## config.mk

```make
export PLATFORM = sky130hd
export DESIGN_NAME = bnb_key_decoder
export DESIGN_NICKNAME = d
export VERILOG_FILES = /design/src/rtl/bnb_pkg.sv /design/src/rtl/bnb_player_keys.sv /design/src/rtl/bnb_key_decoder.sv
export SDC_FILE = /design/constraint.sdc
export NUM_CORES = 1
export LEC_CHECK = 0
export BUFFER_PORTS_ARGS = -buffer_cell sky130_fd_sc_hd__buf_4
export CORE_AREA = 2 2 45 88
export CTS_CLUSTER_SIZE = 24
export DETAILED_ROUTE_END_ITERATION = 10
export DIE_AREA = 0 0 47 90
export PLACE_DENSITY = 0.77
export SETUP_SLACK_MARGIN = 0.5
export SLEW_MARGIN = 25
export SYNTH_ARGS = -nofsm -noshare
export SYNTH_HDL_FRONTEND = slang
export SYNTH_SLANG_ARGS = --single-unit
```

## constraint.sdc

```tcl
create_clock -name clk -period 2.71 [get_ports clk]
set_input_delay 0.4065 -clock clk [delete_from_list [all_inputs] [get_ports clk]]
set_output_delay 0.4065 -clock clk [all_outputs]
set_load 0.005 [all_outputs]
```

## src/rtl/bnb_pkg.sv

```systemverilog
// Shared scancode and direction constants for the key decoder and game-logic block.
// Direction encoding is also consumed directly by calc.
package bnb_pkg;

   localparam logic [1:0] DIR_UP    = 2'd0;
   localparam logic [1:0] DIR_DOWN  = 2'd1;
   localparam logic [1:0] DIR_LEFT  = 2'd2;
   localparam logic [1:0] DIR_RIGHT = 2'd3;

   localparam logic [7:0] SC_EXT      = 8'hE0;
   localparam logic [7:0] SC_BRK      = 8'hF0;
   localparam logic [7:0] SC_PAUSE    = 8'hE1;
   localparam logic [7:0] SC_P1_UP    = 8'h1D;
   localparam logic [7:0] SC_P1_DOWN  = 8'h1B;
   localparam logic [7:0] SC_P1_LEFT  = 8'h1C;
   localparam logic [7:0] SC_P1_RIGHT = 8'h23;
   localparam logic [7:0] SC_P1_BUB   = 8'h29;
   localparam logic [7:0] SC_P2_BUB   = 8'h5A;
   localparam logic [7:0] SC_P2_UP    = 8'h75;
   localparam logic [7:0] SC_P2_DOWN  = 8'h72;
   localparam logic [7:0] SC_P2_LEFT  = 8'h6B;
   localparam logic [7:0] SC_P2_RIGHT = 8'h74;

   typedef struct packed {
      logic [3:0] dir_make;
      logic [3:0] dir_brk;
      logic       bub_make;
      logic       bub_brk;
   } key_evt_t;

   function automatic logic [3:0] dir_onehot(input logic [1:0] dir);
      return 4'(1) << dir;
   endfunction

   // Fallback priority: up > down > left > right.
   function automatic logic [1:0] lowest_dir(input logic [3:0] mask);
      logic [1:0] res;
      res = DIR_UP;
      for (int i = 3; i >= 0; i--) begin
         if (mask[i]) res = 2'(i);
      end
      return res;
   endfunction

endpackage

```

## src/rtl/bnb_player_keys.sv

```systemverilog
// Held-key state for one player: direction mask, last-pressed with fallback, bubble flag and pulse.
// Outputs reflect an event one cycle after its strobe; no backpressure, one event per cycle.
module bnb_player_keys
   import bnb_pkg::*;
#(
   parameter int unsigned BUBBLE_PULSE = 1
) (
   input  logic       clk,
   input  logic       rst,
   input  logic       clear_i,
   input  key_evt_t   evt_i,
   output logic       moveen_o,
   output logic [1:0] move_o,
   output logic       bubble_o
);

   localparam logic [3:0] PULSE_LEN = 4'(BUBBLE_PULSE);

   logic [3:0] mask_q, mask_d;
   logic [1:0] last_q, last_d;
   logic       flag_q, flag_d;
   logic [3:0] cnt_q,  cnt_d;

   always_comb begin
      mask_d = (mask_q | evt_i.dir_make) & ~evt_i.dir_brk;
      last_d = last_q;
      if (evt_i.dir_make != 4'd0) begin
         last_d = lowest_dir(evt_i.dir_make);
      end else if (((evt_i.dir_brk & dir_onehot(last_q)) != 4'd0) && (mask_d != 4'd0)) begin
         last_d = lowest_dir(mask_d);
      end

      flag_d = (flag_q | evt_i.bub_make) & ~evt_i.bub_brk;
      cnt_d  = cnt_q;
      // A new press only fires when the key was released in between.
      if (evt_i.bub_make && !flag_q) begin
         cnt_d = PULSE_LEN;
      end else if (cnt_q != 4'd0) begin
         cnt_d = cnt_q - 4'd1;
      end

      if (clear_i) begin
         mask_d = 4'd0;
         last_d = DIR_UP;
         flag_d = 1'b0;
         cnt_d  = 4'd0;
      end
   end

   always_ff @(posedge clk) begin
      if (rst) begin
         mask_q <= 4'd0;
         last_q <= DIR_UP;
         flag_q <= 1'b0;
         cnt_q  <= 4'd0;
      end else begin
         mask_q <= mask_d;
         last_q <= last_d;
         flag_q <= flag_d;
         cnt_q  <= cnt_d;
      end
   end

   assign moveen_o = |mask_q;
   assign move_o   = last_q;
   assign bubble_o = (cnt_q != 4'd0);

endmodule

```

## src/rtl/bnb_key_decoder.sv

```systemverilog
// PS/2 scancode parser producing per-player move/bubble commands for the game-logic block.
// Outputs update one cycle after the final byte of a sequence; the receiver is never stalled.
module bnb_key_decoder
   import bnb_pkg::*;
#(
   parameter int unsigned BUBBLE_PULSE = 1,
   parameter bit          CLEAR_ON_ERR = 1'b1
) (
   input  logic       clk,
   input  logic       rst,
   input  logic [7:0] rx_data,
   input  logic       rx_valid,
   input  logic       rx_err,
   input  logic       clear,
   output logic       player1_moveen,
   output logic [1:0] player1_move,
   output logic       player1_bubble,
   output logic       player2_moveen,
   output logic [1:0] player2_move,
   output logic       player2_bubble
);

   localparam logic [1:0] ST_IDLE    = 2'd0;
   localparam logic [1:0] ST_EXT     = 2'd1;
   localparam logic [1:0] ST_BRK     = 2'd2;
   localparam logic [1:0] ST_EXT_BRK = 2'd3;

   logic [1:0] state_q, state_d;
   logic       dec_en, dec_ext, dec_brk;
   logic [3:0] p1_dir, p2_dir;
   logic       p1_bub, p2_bub;
   key_evt_t   p1_evt, p2_evt;
   logic       held_clr;

   always_comb begin
      state_d = state_q;
      dec_en  = 1'b0;
      dec_ext = 1'b0;
      dec_brk = 1'b0;
      if (rx_err) begin
         state_d = ST_IDLE;
      end else if (rx_valid) begin
         if (rx_data == SC_PAUSE) begin
            state_d = ST_IDLE;
         end else begin
            case (state_q)
               ST_IDLE: begin
                  if (rx_data == SC_EXT)      state_d = ST_EXT;
                  else if (rx_data == SC_BRK) state_d = ST_BRK;
                  else                        dec_en  = 1'b1;
               end
               ST_EXT: begin
                  if (rx_data == SC_BRK) begin
                     state_d = ST_EXT_BRK;
                  end else begin
                     state_d = ST_IDLE;
                     dec_en  = 1'b1;
                     dec_ext = 1'b1;
                  end
               end
               ST_BRK: begin
                  state_d = ST_IDLE;
                  dec_en  = 1'b1;
                  dec_brk = 1'b1;
               end
               default: begin
                  state_d = ST_IDLE;
                  dec_en  = 1'b1;
                  dec_ext = 1'b1;
                  dec_brk = 1'b1;
               end
            endcase
         end
      end
   end

   always_comb begin
      p1_dir = 4'd0;
      p2_dir = 4'd0;
      p1_bub = 1'b0;
      p2_bub = 1'b0;
      if (dec_en && dec_ext) begin
         case (rx_data)
            SC_P2_UP:    p2_dir = dir_onehot(DIR_UP);
            SC_P2_DOWN:  p2_dir = dir_onehot(DIR_DOWN);
            SC_P2_LEFT:  p2_dir = dir_onehot(DIR_LEFT);
            SC_P2_RIGHT: p2_dir = dir_onehot(DIR_RIGHT);
            default:     p2_dir = 4'd0;
         endcase
      end else if (dec_en) begin
         case (rx_data)
            SC_P1_UP:    p1_dir = dir_onehot(DIR_UP);
            SC_P1_DOWN:  p1_dir = dir_onehot(DIR_DOWN);
            SC_P1_LEFT:  p1_dir = dir_onehot(DIR_LEFT);
            SC_P1_RIGHT: p1_dir = dir_onehot(DIR_RIGHT);
            SC_P1_BUB:   p1_bub = 1'b1;
            SC_P2_BUB:   p2_bub = 1'b1;
            default:     p1_dir = 4'd0;
         endcase
      end
   end

   assign p1_evt   = '{dir_make: dec_brk ? 4'd0 : p1_dir, dir_brk: dec_brk ? p1_dir : 4'd0,
                       bub_make: p1_bub & ~dec_brk,      bub_brk: p1_bub & dec_brk};
   assign p2_evt   = '{dir_make: dec_brk ? 4'd0 : p2_dir, dir_brk: dec_brk ? p2_dir : 4'd0,
                       bub_make: p2_bub & ~dec_brk,      bub_brk: p2_bub & dec_brk};
   assign held_clr = clear | (rx_err & CLEAR_ON_ERR);

   always_ff @(posedge clk) begin
      if (rst) state_q <= ST_IDLE;
      else     state_q <= state_d;
   end

   bnb_player_keys #(.BUBBLE_PULSE(BUBBLE_PULSE)) u_p1 (
      .clk      (clk),
      .rst      (rst),
      .clear_i  (held_clr),
      .evt_i    (p1_evt),
      .moveen_o (player1_moveen),
      .move_o   (player1_move),
      .bubble_o (player1_bubble)
   );

   bnb_player_keys #(.BUBBLE_PULSE(BUBBLE_PULSE)) u_p2 (
      .clk      (clk),
      .rst      (rst),
      .clear_i  (held_clr),
      .evt_i    (p2_evt),
      .moveen_o (player2_moveen),
      .move_o   (player2_move),
      .bubble_o (player2_bubble)
   );

endmodule

```

==> results of run 1 <==
layout by cell type, fill, tap and decap left out, drive strengths merged, types with 5 or more instances in the layout:
master,count
buf,26
nor2,20
mux2i,6
inv,9
nor4,8
or3,6
nand2,14
a21oi,14
o21ai,8
a211oi,11
dfxtp,24
nor2b,5
or4,7
nor3,7
logic make-up (layout without fill, tap and decap cells):
family | count (synthesis) | count (layout) | share of synthesized area
flops | 24 | 24 | 0.284
fa+ha+maj | 4 | 4 | 0.0296
buf+inv | 18 | 38 | 0.0488
simple gates | 99 | 99 | 0.361
compound gates | 47 | 47 | 0.207
mux | 7 | 7 | 0.0443
xor+xnor | 5 | 5 | 0.0259
final cells by class:
| class | instances | area [um^2] | area share |
|---|---|---|---|
| clock buffer | 3 | 41.3 | 0.0205 |
| inverter | 9 | 33.8 | 0.0168 |
| multi-input combinational | 162 | 1200 | 0.596 |
| sequential | 24 | 482 | 0.239 |
| tap | 49 | 61.3 | 0.0305 |
| timing repair buffer | 26 | 195 | 0.0970 |
worst min path at each step:
stage	to	depth (start not counted)
finish	state_q[0]	2
global placement	register	2
floorplan	register	2
detailed placement	register	2
CTS	state_q[0]	2
global route	state_q[0]	2
critical path: cells and delay by family (launching register included):
family / cells / cell delay (ps)
flops: 1 / 370
compound gates: 4 / 610
simple gates: 2 / 1000
per-stage QoR:
| stage | util | power, mW | cells |
|---|---|---|---|
| after floorplan | - | 0.399 | 204 |
| after global placement | 0.528 | 0.424 | 268 |
| after detailed placement | 0.528 | 0.425 | 268 |
| after CTS | 0.542 | 0.637 | 271 |
| after global routing | 0.564 | 0.661 | 273 |
| final | 0.564 | 0.639 | 273 |
where the power goes:
group          switching, mW  leakage [nW]  internal [mW]  total [mW]
logic                 0.0438         0.508         0.0286      0.0724
clock network          0.115        0.0216         0.0998       0.215
registers          0.0000693         0.194          0.352       0.352
per-layer routing:
metal	wire, um	vias to the layer above
met5	0	-
met4	261	0
met3	92	25
met2	2510	47
met1	1570	799
li1	-	811
registers in the layout (all words and copies together), names as in the netlist, named ones only:
signal       count
u_p2.move_o      2
u_p1.mask_q      4
u_p2.mask_q      4
u_p1.move_o      2
state_q          2
u_p2.cnt_q       4
u_p1.cnt_q       4
synthesized netlist by cell type, types with 3 or more instances:
cell type / count / share of area
ha_1: 4 / 0.030
or4_1: 4 / 0.018
mux2i_1: 5 / 0.030
a21oi_1: 13 / 0.038
or4_4: 3 / 0.020
a211oi_1: 11 / 0.049
a31oi_1: 3 / 0.011
nor4_1: 6 / 0.022
nand2_1: 14 / 0.031
o21ai_0: 8 / 0.024
nor2b_1: 5 / 0.018
inv_1: 9 / 0.020
nor3_1: 7 / 0.021
nor2_1: 20 / 0.044
nand3_1: 4 / 0.012
or3_1: 6 / 0.022
dfxtp_1: 24 / 0.28
xnor2_1: 3 / 0.016
nand4_1: 4 / 0.015
or2_2: 4 / 0.015
buf_2: 5 / 0.015
repair_timing:
| item | CTS | global route |
|---|---|---|
| pin swaps | 0 | 2 |
| setup buffers | 0 | 2 |
| gates resized for setup | 2 | 11 |
| hold endpoints to repair | 0 | 0 |
| hold buffers | 0 | 0 |
| endpoints found under the setup margin | 1 | 3 |
==> impl_metrics.py, run 1 <==
metrics = {
    "setup_path": {
        "required_ps": 2850,
        "crit_chain": "or3b_2 > or4_4 > a22oi_4 > a2111oi_4 > a211oi_1 > a211oi_1",
        "worstPathArrival_ps": 2250,
        "critPathKind": "register to register",
        "cp-end-kind": "register",
        "cp-start-kind": "register",
        "rr_worst_depth": 6,
        "crit_start": "state_q[0]",
        "path_common_cell": "a211oi_1",
        "r2r_slack_ps": 600,
        "cp_slowest_cell": "or3b_2",
        "cpPeakStageDelay_ps": 520,
        "path_max_fanout": 8,
        "r2r-start": "state_q[0]",
        "setup.worst_path.end": "u_p1.move_o[0]",
        "worst_r2r_endpoint": "u_p1.move_o[0]",
    },
    "grt": {
        "overflow": 0,
        "grt_pass1_vias": 1671,
        "grt_max_degree": 15,
        "busiest_layer": "met2",
        "use_met2": 0.405,
        "grt_use_met1": 0.238,
        "grt_pass1_wl_um": 7320,
        "antenna_found_initial": 0,
        "grt_usage": 0.235,
        "grt.met3_usage": 0.0201,
    },
    "cells_and_area": {
        "finalInstanceArea_um2": 2010,
        "n_antenna_cell": 0,
        "layout-drive-gt1-share": 0.250,
        "nNetsFinal": 243,
        "area_growth_pct": 18.9,
        "n_fill_cell": 340,
    },
    "placement": {
        "pre_cts_ws_ps": 245,
        "dp_hpwl_um": 3400,
        "portBuffers": 20,
        "placed_area_um2": 1890,
        "place_congestion": 0.895,
    },
    "drt": {
        "viasPerCell": 6.16,
        "drt_wl_total_um": 4440,
        "routedWlPerCell_um": 16.3,
        "drt_iter0_drc": 54,
        "dr.pass1.iters": 4,
        "drtAntennaViolNets": 0,
        "drc": 0,
        "via_count": 1682,
    },
    "floorplanning": {
        "die_height_um": 90,
        "dieArea_um2": 4230,
        "die_width_um": 47,
        "ios": 21,
        "fp.coreArea_um2": 3570,
        "fp-row-count": 31,
        "start_util": 0.474,
    },
    "timing": {
        "period_share": 0.777,
        "min_period_ps": 2110,
        "tightest_slew_ps": 654,
        "drv_slew": 0,
        "max_freq_mhz": 475,
        "grt_setup_unrepaired": "no",
        "slew_headroom": 0.560,
        "hold_ws_ps": 311,
        "final.setup_skew_ps": 8.96,
        "tns_ps": 0,
        "finalSetupViolCount": 0,
        "setup_slack_ps": 603,
        "hold_viol": 0,
    },
    "yosys": {
        "synth_edf_count": 0,
        "syn_avg_cell_area_um2": 8.30,
        "synthCells": 204,
        "ys_seq_elements": 24,
        "synth.distinct_cells": 54,
        "async_flop_share": 0,
        "ys_seq_area_frac": 0.284,
        "ys.flop_type": "dfxtp_1",
        "synth_area_um2": 1690,
        "ys.warnings.count": 0,
        "syn_nets": 221,
    },
    "clocking": {
        "htree_num_levels": 1,
        "cts_tree": "built",
        "cts-buffers-inserted": 3,
        "clk_latency_ps": 270,
        "cts-root-buf": "clkbuf_8",
        "cts.path.max_buffers": 2,
        "cts_sinks": 24,
        "clk_pin_slew_worst_paths_ps": 90,
    },
    "pwr": {
        "vdd_ir_drop_max_mv": 0.244,
        "power_density_nw_per_um2": 318,
        "leakage_nw": 0.723,
    },
    "worst_hold_path": {
        "hp-start": "rst",
        "hp-class": "input port to register",
    },
    "outcome": {
        "outcome": "complete, no violations",
    },
    "flow_run": {
        "cap_viol_max_count": 0,
    },
}
(Power assumes the default switching activity.)
==> inputs of run 2 (changes only) <==
Clock period 2.71 ns to 2.05 ns, I/O delays scaled along.
==> run 2 against run 1 <==
Die area unchanged; worst setup slack got worse by 590 ps; final cell count is 14% higher; clock power increased by 93%.
==> impl_metrics.py, run 2 (synthesis results as in run 1) <==
metrics = {
    "outcome": {
        "outcome": "complete, no violations",
    },
    "drt": {
        "drt_iter0_drc": 62,
        "via_count": 1776,
        "drt_wl_total_um": 4770,
        "dr.max_layer_used": "met4",
        "viasPerCell": 5.69,
        "drc": 0,
        "met3_length_um": 97,
        "drt-met1-wl_um": 1720,
        "dr_wl_met2_um": 2790,
        "drtAntennaViolNets": 0,
        "dr.pass1.iters": 4,
        "routedWlPerCell_um": 15.3,
    },
    "clocking": {
        "cts_sinks": 24,
        "hold_buffers": 0,
        "clk_latency_ps": 260,
        "cts_tree": "built",
        "cts.path.max_buffers": 2,
        "htree_num_levels": 1,
        "cts-buffers-inserted": 3,
        "cts-root-buf": "clkbuf_8",
        "clk_pin_slew_worst_paths_ps": 90,
    },
    "timing": {
        "slew_headroom": 0.612,
        "tightest_slew_ps": 581,
        "drv_slew": 0,
        "grt_setup_unrepaired": "yes",
        "min_period_ps": 2030,
        "period_share": 0.991,
        "hold_viol": 0,
        "final.setup_skew_ps": 2.06,
        "finalSetupViolCount": 0,
        "setup_slack_ps": 17.5,
        "max_freq_mhz": 492,
    },
    "setup_path": {
        "critPathTopFamily": "simple AND/OR/NAND/NOR gates",
        "critPathKind": "register to register",
        "cp_slowest_cell": "or4_4",
        "crit_buf_inv": 1,
        "r2r-start": "state_q[0]",
        "path_common_cell": "a21oi_1",
        "r2r_slack_ps": 20,
        "cp-end-kind": "register",
        "cp-start-kind": "register",
        "crit_chain": "nand3b_4 > buf_4 > or4_4 > a31oi_2 > a21oi_1 > a21oi_1 > a211oi_2",
        "worstPathArrival_ps": 2160,
        "required_ps": 2180,
        "worst_r2r_endpoint": "u_p2.move_o[0]",
        "cpPeakStageDelay_ps": 570,
        "rr_worst_depth": 7,
        "path_max_fanout": 6,
    },
    "worst_hold_path": {
        "hp-start": "rst",
        "hold_path_depth": 2,
        "hp-class": "input port to register",
        "whs_endpoint": "state_q[0]",
    },
    "floorplanning": {
        "fp.coreArea_um2": 3570,
        "fp-row-count": 31,
        "die_width_um": 47,
        "ios": 21,
        "die_height_um": 90,
        "start_util": 0.474,
        "dieArea_um2": 4230,
    },
    "cells_and_area": {
        "n_antenna_cell": 0,
        "final_common_cell": "buf_4",
        "nNetsFinal": 281,
        "fin_cells": 312,
        "area_growth_pct": 43.2,
        "n_fill_cell": 304,
        "layout-drive-gt1-share": 0.437,
        "final_cell_mix": "59 x buf_4, 19 x nor2_1, 17 x dfxtp_1, 13 x a21oi_1, 10 x nand2_1",
    },
    "pwr": {
        "power_density_nw_per_um2": 414,
        "leakage_nw": 0.927,
        "vdd_ir_drop_max_mv": 0.460,
    },
    "flow_run": {
        "cap_viol_max_count": 0,
    },
    "grt": {
        "grt_max_degree": 15,
        "grt_usage": 0.240,
        "antenna_found_initial": 0,
        "grt_pass1_wl_um": 7790,
        "grt_pass1_vias": 1821,
        "overflow": 0,
    },
    "placement": {
        "place_inst": 303,
        "portBuffers": 20,
        "dp_hpwl_um": 3650,
        "place_congestion": 0.982,
        "pre_cts_ws_ps": -276,
    },
}
==> run 2: cell types whose count changed in the layout (fill, tap and decap cells not counted), moves of 3 or more <==
| cell | delta |
|---|---|
| a211oi_1 | -3 |
| buf_4 | +33 |
| nand2_2 | +4 |
| nand2_1 | -4 |
| nor4_2 | +3 |
| buf_6 | +4 |
| dfxtp_1 | -6 |
| a211oi_2 | +3 |
| dfxtp_2 | +5 |
==> run 2: metrics by stage <==
step / hold slack, ps / utilization / total power [mW] / TNS [ps] / cell area (um^2)
2_1_floorplan: 384 / - / 0.532 / -11.0 / 1740
3_3_place_gp: 461 / 0.615 / 0.589 / -825 / 2190
3_5_place_dp: 472 / 0.615 / 0.590 / -962 / 2190
4_1_cts: 218 / 0.659 / 1.01 / 0 / 2350
5_1_grt: 216 / 0.679 / 1.04 / -259 / 2420
6_report: 218 / 0.679 / 1.00 / 0 / 2420
==> run 2: metal layers <==
layer | GRT usage | vias up
li1 | - | 881
met1 | 0.249 | 837
met2 | 0.447 | 42
met3 | 0.0141 | 16
met4 | 0.102 | 0
met5 | 0 | -
==> run 2: how the worst max path moves through the flow <==
| stage | startpoint | end | slack [ps] | cells past startpoint |
|---|---|---|---|---|
| floorplan | rx_data[2] | u_p1.move_o[0] | -6 | 7 |
| global placement | rx_data[2] | u_p2.move_o[1] | -240 | 7 |
| detailed placement | rx_data[2] | u_p2.move_o[0] | -280 | 7 |
| CTS | state_q[0] | u_p1.move_o[0] | 50 | 6 |
| global route | state_q[0] | u_p1.move_o[0] | -90 | 6 |
| finish | state_q[0] | u_p2.move_o[0] | 20 | 7 |
==> run 2: timing repair <==
item	CTS	global route
resized for setup	16	16
pin swaps	7	4
setup buffers	4	1
setup endpoints to repair	23	24
==> run 2: cell type report <==
| class | instances | area (um^2) | area share |
|---|---|---|---|
| Clock buffer | 3 | 41.3 | 0.0170 |
| Clock inverter | 1 | 30.0 | 0.0124 |
| Inverter | 9 | 33.8 | 0.0139 |
| Multi-Input combinational cell | 162 | 1260 | 0.519 |
| Sequential cell | 24 | 492 | 0.203 |
| Tap cell | 49 | 61.3 | 0.0253 |
| Timing Repair Buffer | 64 | 508 | 0.210 |
==> run 2: power breakdown <==
part           leakage, nW  switching [mW]  internal (mW)
registers            0.197       0.0000930          0.464
logic                0.694          0.0664         0.0588
clock network       0.0357           0.154          0.261
==> run 2: worst reg2reg max path: stages, from the launching register on <==
cell and delay [ps]:
dfxtp_4 390, nand3b_4 120, buf_4 160, or4_4 570, a31oi_2 270, a21oi_1 100, a21oi_1 210, a211oi_2 90
==> inputs of run 3 (changes only) <==
--- a/config.mk
+++ b/config.mk
@@ -17,2 +17,3 @@
 export SYNTH_HDL_FRONTEND = slang
 export SYNTH_SLANG_ARGS = --single-unit
+export TNS_END_PERCENT = 5
==> constraint.sdc (replaced) <==
create_clock -name clk -period 2.05 [get_ports clk]
set_input_delay 0.3075 -clock clk [delete_from_list [all_inputs] [get_ports clk]]
set_output_delay 0.3075 -clock clk [all_outputs]
set_load 0.01 [all_outputs]
==> run 3 against run 2 <==
The run now ends with negative setup slack left; fmax decreased by 4.1%; non-clock buffer count grew 3; routed wire length grew 25%; largest power group unchanged.
==> impl_metrics.py, run 3 (synthesis results as in run 1) <==
metrics = {
    "floorplanning": {
        "die_height_um": 90,
        "start_util": 0.474,
        "dieArea_um2": 4230,
        "die_width_um": 47,
        "ios": 21,
        "fp-row-count": 31,
        "fp.coreArea_um2": 3570,
    },
    "drt": {
        "drt_iter0_drc": 60,
        "via_count": 1948,
        "drtAntennaViolNets": 0,
        "drc": 0,
        "viasPerCell": 6.18,
        "dr.pass1.iters": 4,
        "drt_wl_total_um": 5980,
        "routedWlPerCell_um": 19.0,
    },
    "cells_and_area": {
        "final_cell_mix": "54 x buf_4, 20 x nor2_1, 16 x dfxtp_1, 13 x a21oi_1, 11 x buf_6",
        "layout-drive-gt1-share": 0.470,
        "final_common_cell": "buf_4",
        "nNetsFinal": 284,
        "area_growth_pct": 51.0,
        "n_antenna_cell": 0,
        "n_fill_cell": 290,
    },
    "setup_path": {
        "cpPeakStageDelay_ps": 540,
        "rr_worst_depth": 8,
        "cp_slowest_cell": "or4_4",
        "crit_chain": "buf_4 > nand3b_4 > or4_4 > mux2i_4 > nand4_1 > buf_4 > a211oi_1 > a211oi_1",
        "required_ps": 2190,
        "worstPathArrival_ps": 2260,
        "cp-start-kind": "register",
        "r2r_slack_ps": -70,
        "worst_r2r_endpoint": "u_p2.move_o[0]",
        "r2r-start": "state_q[0]",
        "cp-end-kind": "register",
        "critPathKind": "register to register",
        "path_max_fanout": 6,
    },
    "pwr": {
        "comb_power_share": 0.141,
        "clkPwrFrac": 0.411,
        "leakage_nw": 0.962,
        "power_density_nw_per_um2": 404,
        "seq_power_share": 0.448,
        "vdd_ir_drop_max_mv": 0.470,
        "internal-power_uw": 793,
        "p_sw_uw": 239,
        "switching_share": 0.231,
    },
    "grt": {
        "grt_usage": 0.301,
        "grt_pass1_vias": 1954,
        "grt_max_degree": 15,
        "overflow": 0,
        "antenna_found_initial": 0,
        "grt_pass1_wl_um": 9370,
    },
    "flow_run": {
        "cap_viol_max_count": 0,
    },
    "placement": {
        "pre_cts_ws_ps": -255,
        "portBuffers": 20,
        "dp_hpwl_um": 3850,
        "place_congestion": 0.914,
    },
    "timing": {
        "period_share": 1.03,
        "min_period_ps": 2120,
        "drv_slew": 0,
        "hold_viol": 0,
        "grt_setup_unrepaired": "yes",
        "max_freq_mhz": 472,
        "final.setup_skew_ps": 2.80,
        "setup_slack_ps": -70.4,
        "slew_headroom": 0.601,
        "tightest_slew_ps": 599,
        "finalSetupViolCount": 4,
        "tns_ps": -233,
    },
    "clocking": {
        "cts.path.max_buffers": 2,
        "clk_latency_ps": 270,
        "hold_buffers": 0,
        "cts-root-buf": "clkbuf_8",
        "htree_num_levels": 1,
        "cts_sinks": 24,
        "cts-buffers-inserted": 3,
        "clk_pin_slew_worst_paths_ps": 90,
        "cts_tree": "built",
    },
    "worst_hold_path": {
        "whs_endpoint": "state_q[0]",
        "hp-class": "input port to register",
        "hold_path_depth": 2,
        "hp-start": "rst",
    },
    "outcome": {
        "outcome": "finished with violations",
        "violations": "negative setup slack",
    },
}
-- run 3: cell type report --
type | count | area, um^2 | share of cell area
clock buffers | 3 | 41.3 | 0.0162
clock inverters | 1 | 30.0 | 0.0117
inverters | 9 | 33.8 | 0.0132
multi-input cells | 162 | 1330 | 0.519
flip-flops and latches | 24 | 498 | 0.195
well taps | 49 | 61.3 | 0.0240
repair buffers | 67 | 564 | 0.221
-- run 3: layer usage --
metal,global-route usage,part of all wire,vias to the layer above
li1,-,-,890
met4,0.208,0.079,0
met1,0.304,0.32,912
met5,0,0,-
met3,0.0442,0.036,46
met2,0.511,0.57,100
-- run 3: worst max-delay path, delay by kind of cell (launching register included) --
| family | cells | cell delay, ps |
|---|---|---|
| compound gates | 2 | 270 |
| buf+inv | 2 | 300 |
| flops | 1 | 380 |
| mux | 1 | 210 |
| simple gates | 3 | 830 |
-- run 3: how the worst max path moves through the flow --
stage,slack [ps],cells after the start,start,to
after floorplan,-6,7,rx_data[2],u_p1.move_o[0]
after global placement,-230,7,rx_data[2],u_p2.move_o[0]
after detailed placement,-250,7,rx_data[2],u_p1.move_o[0]
after CTS,-40,6,state_q[0],u_p1.move_o[0]
after global routing,-140,6,state_q[0],u_p1.move_o[1]
final,-70,8,state_q[0],u_p2.move_o[0]
-- run 3: what timing repair did --
action / 4_1_cts / 5_1_grt
resized for setup: 40 / 22
setup buffers: 2 / 1
setup endpoints to repair: 25 / 24
pin swaps: 16 / 18
-- run 3: through the flow --
stage               power (mW)   util  cells  hold slack, ps  instance area, um^2
finish                    1.03  0.716    315             207                 2560
global route              1.06  0.716    315             209                 2560
CTS                       1.03  0.684    314             201                 2440
detailed placement       0.593  0.619    308             468                 2210
global placement         0.592  0.619    308             453                 2210
floorplan                0.528      -    204             384                 1700
-- run 3: power groups by stage --
stage / Sequential, mW / Clock (mW) / Combinational, mW
final: 0.462 / 0.424 / 0.146
after global routing: 0.462 / 0.444 / 0.153
after CTS: 0.463 / 0.430 / 0.135
after detailed placement: 0.477 / 0 / 0.117
after global placement: 0.477 / 0 / 0.115
after floorplan: 0.477 / 0 / 0.0517
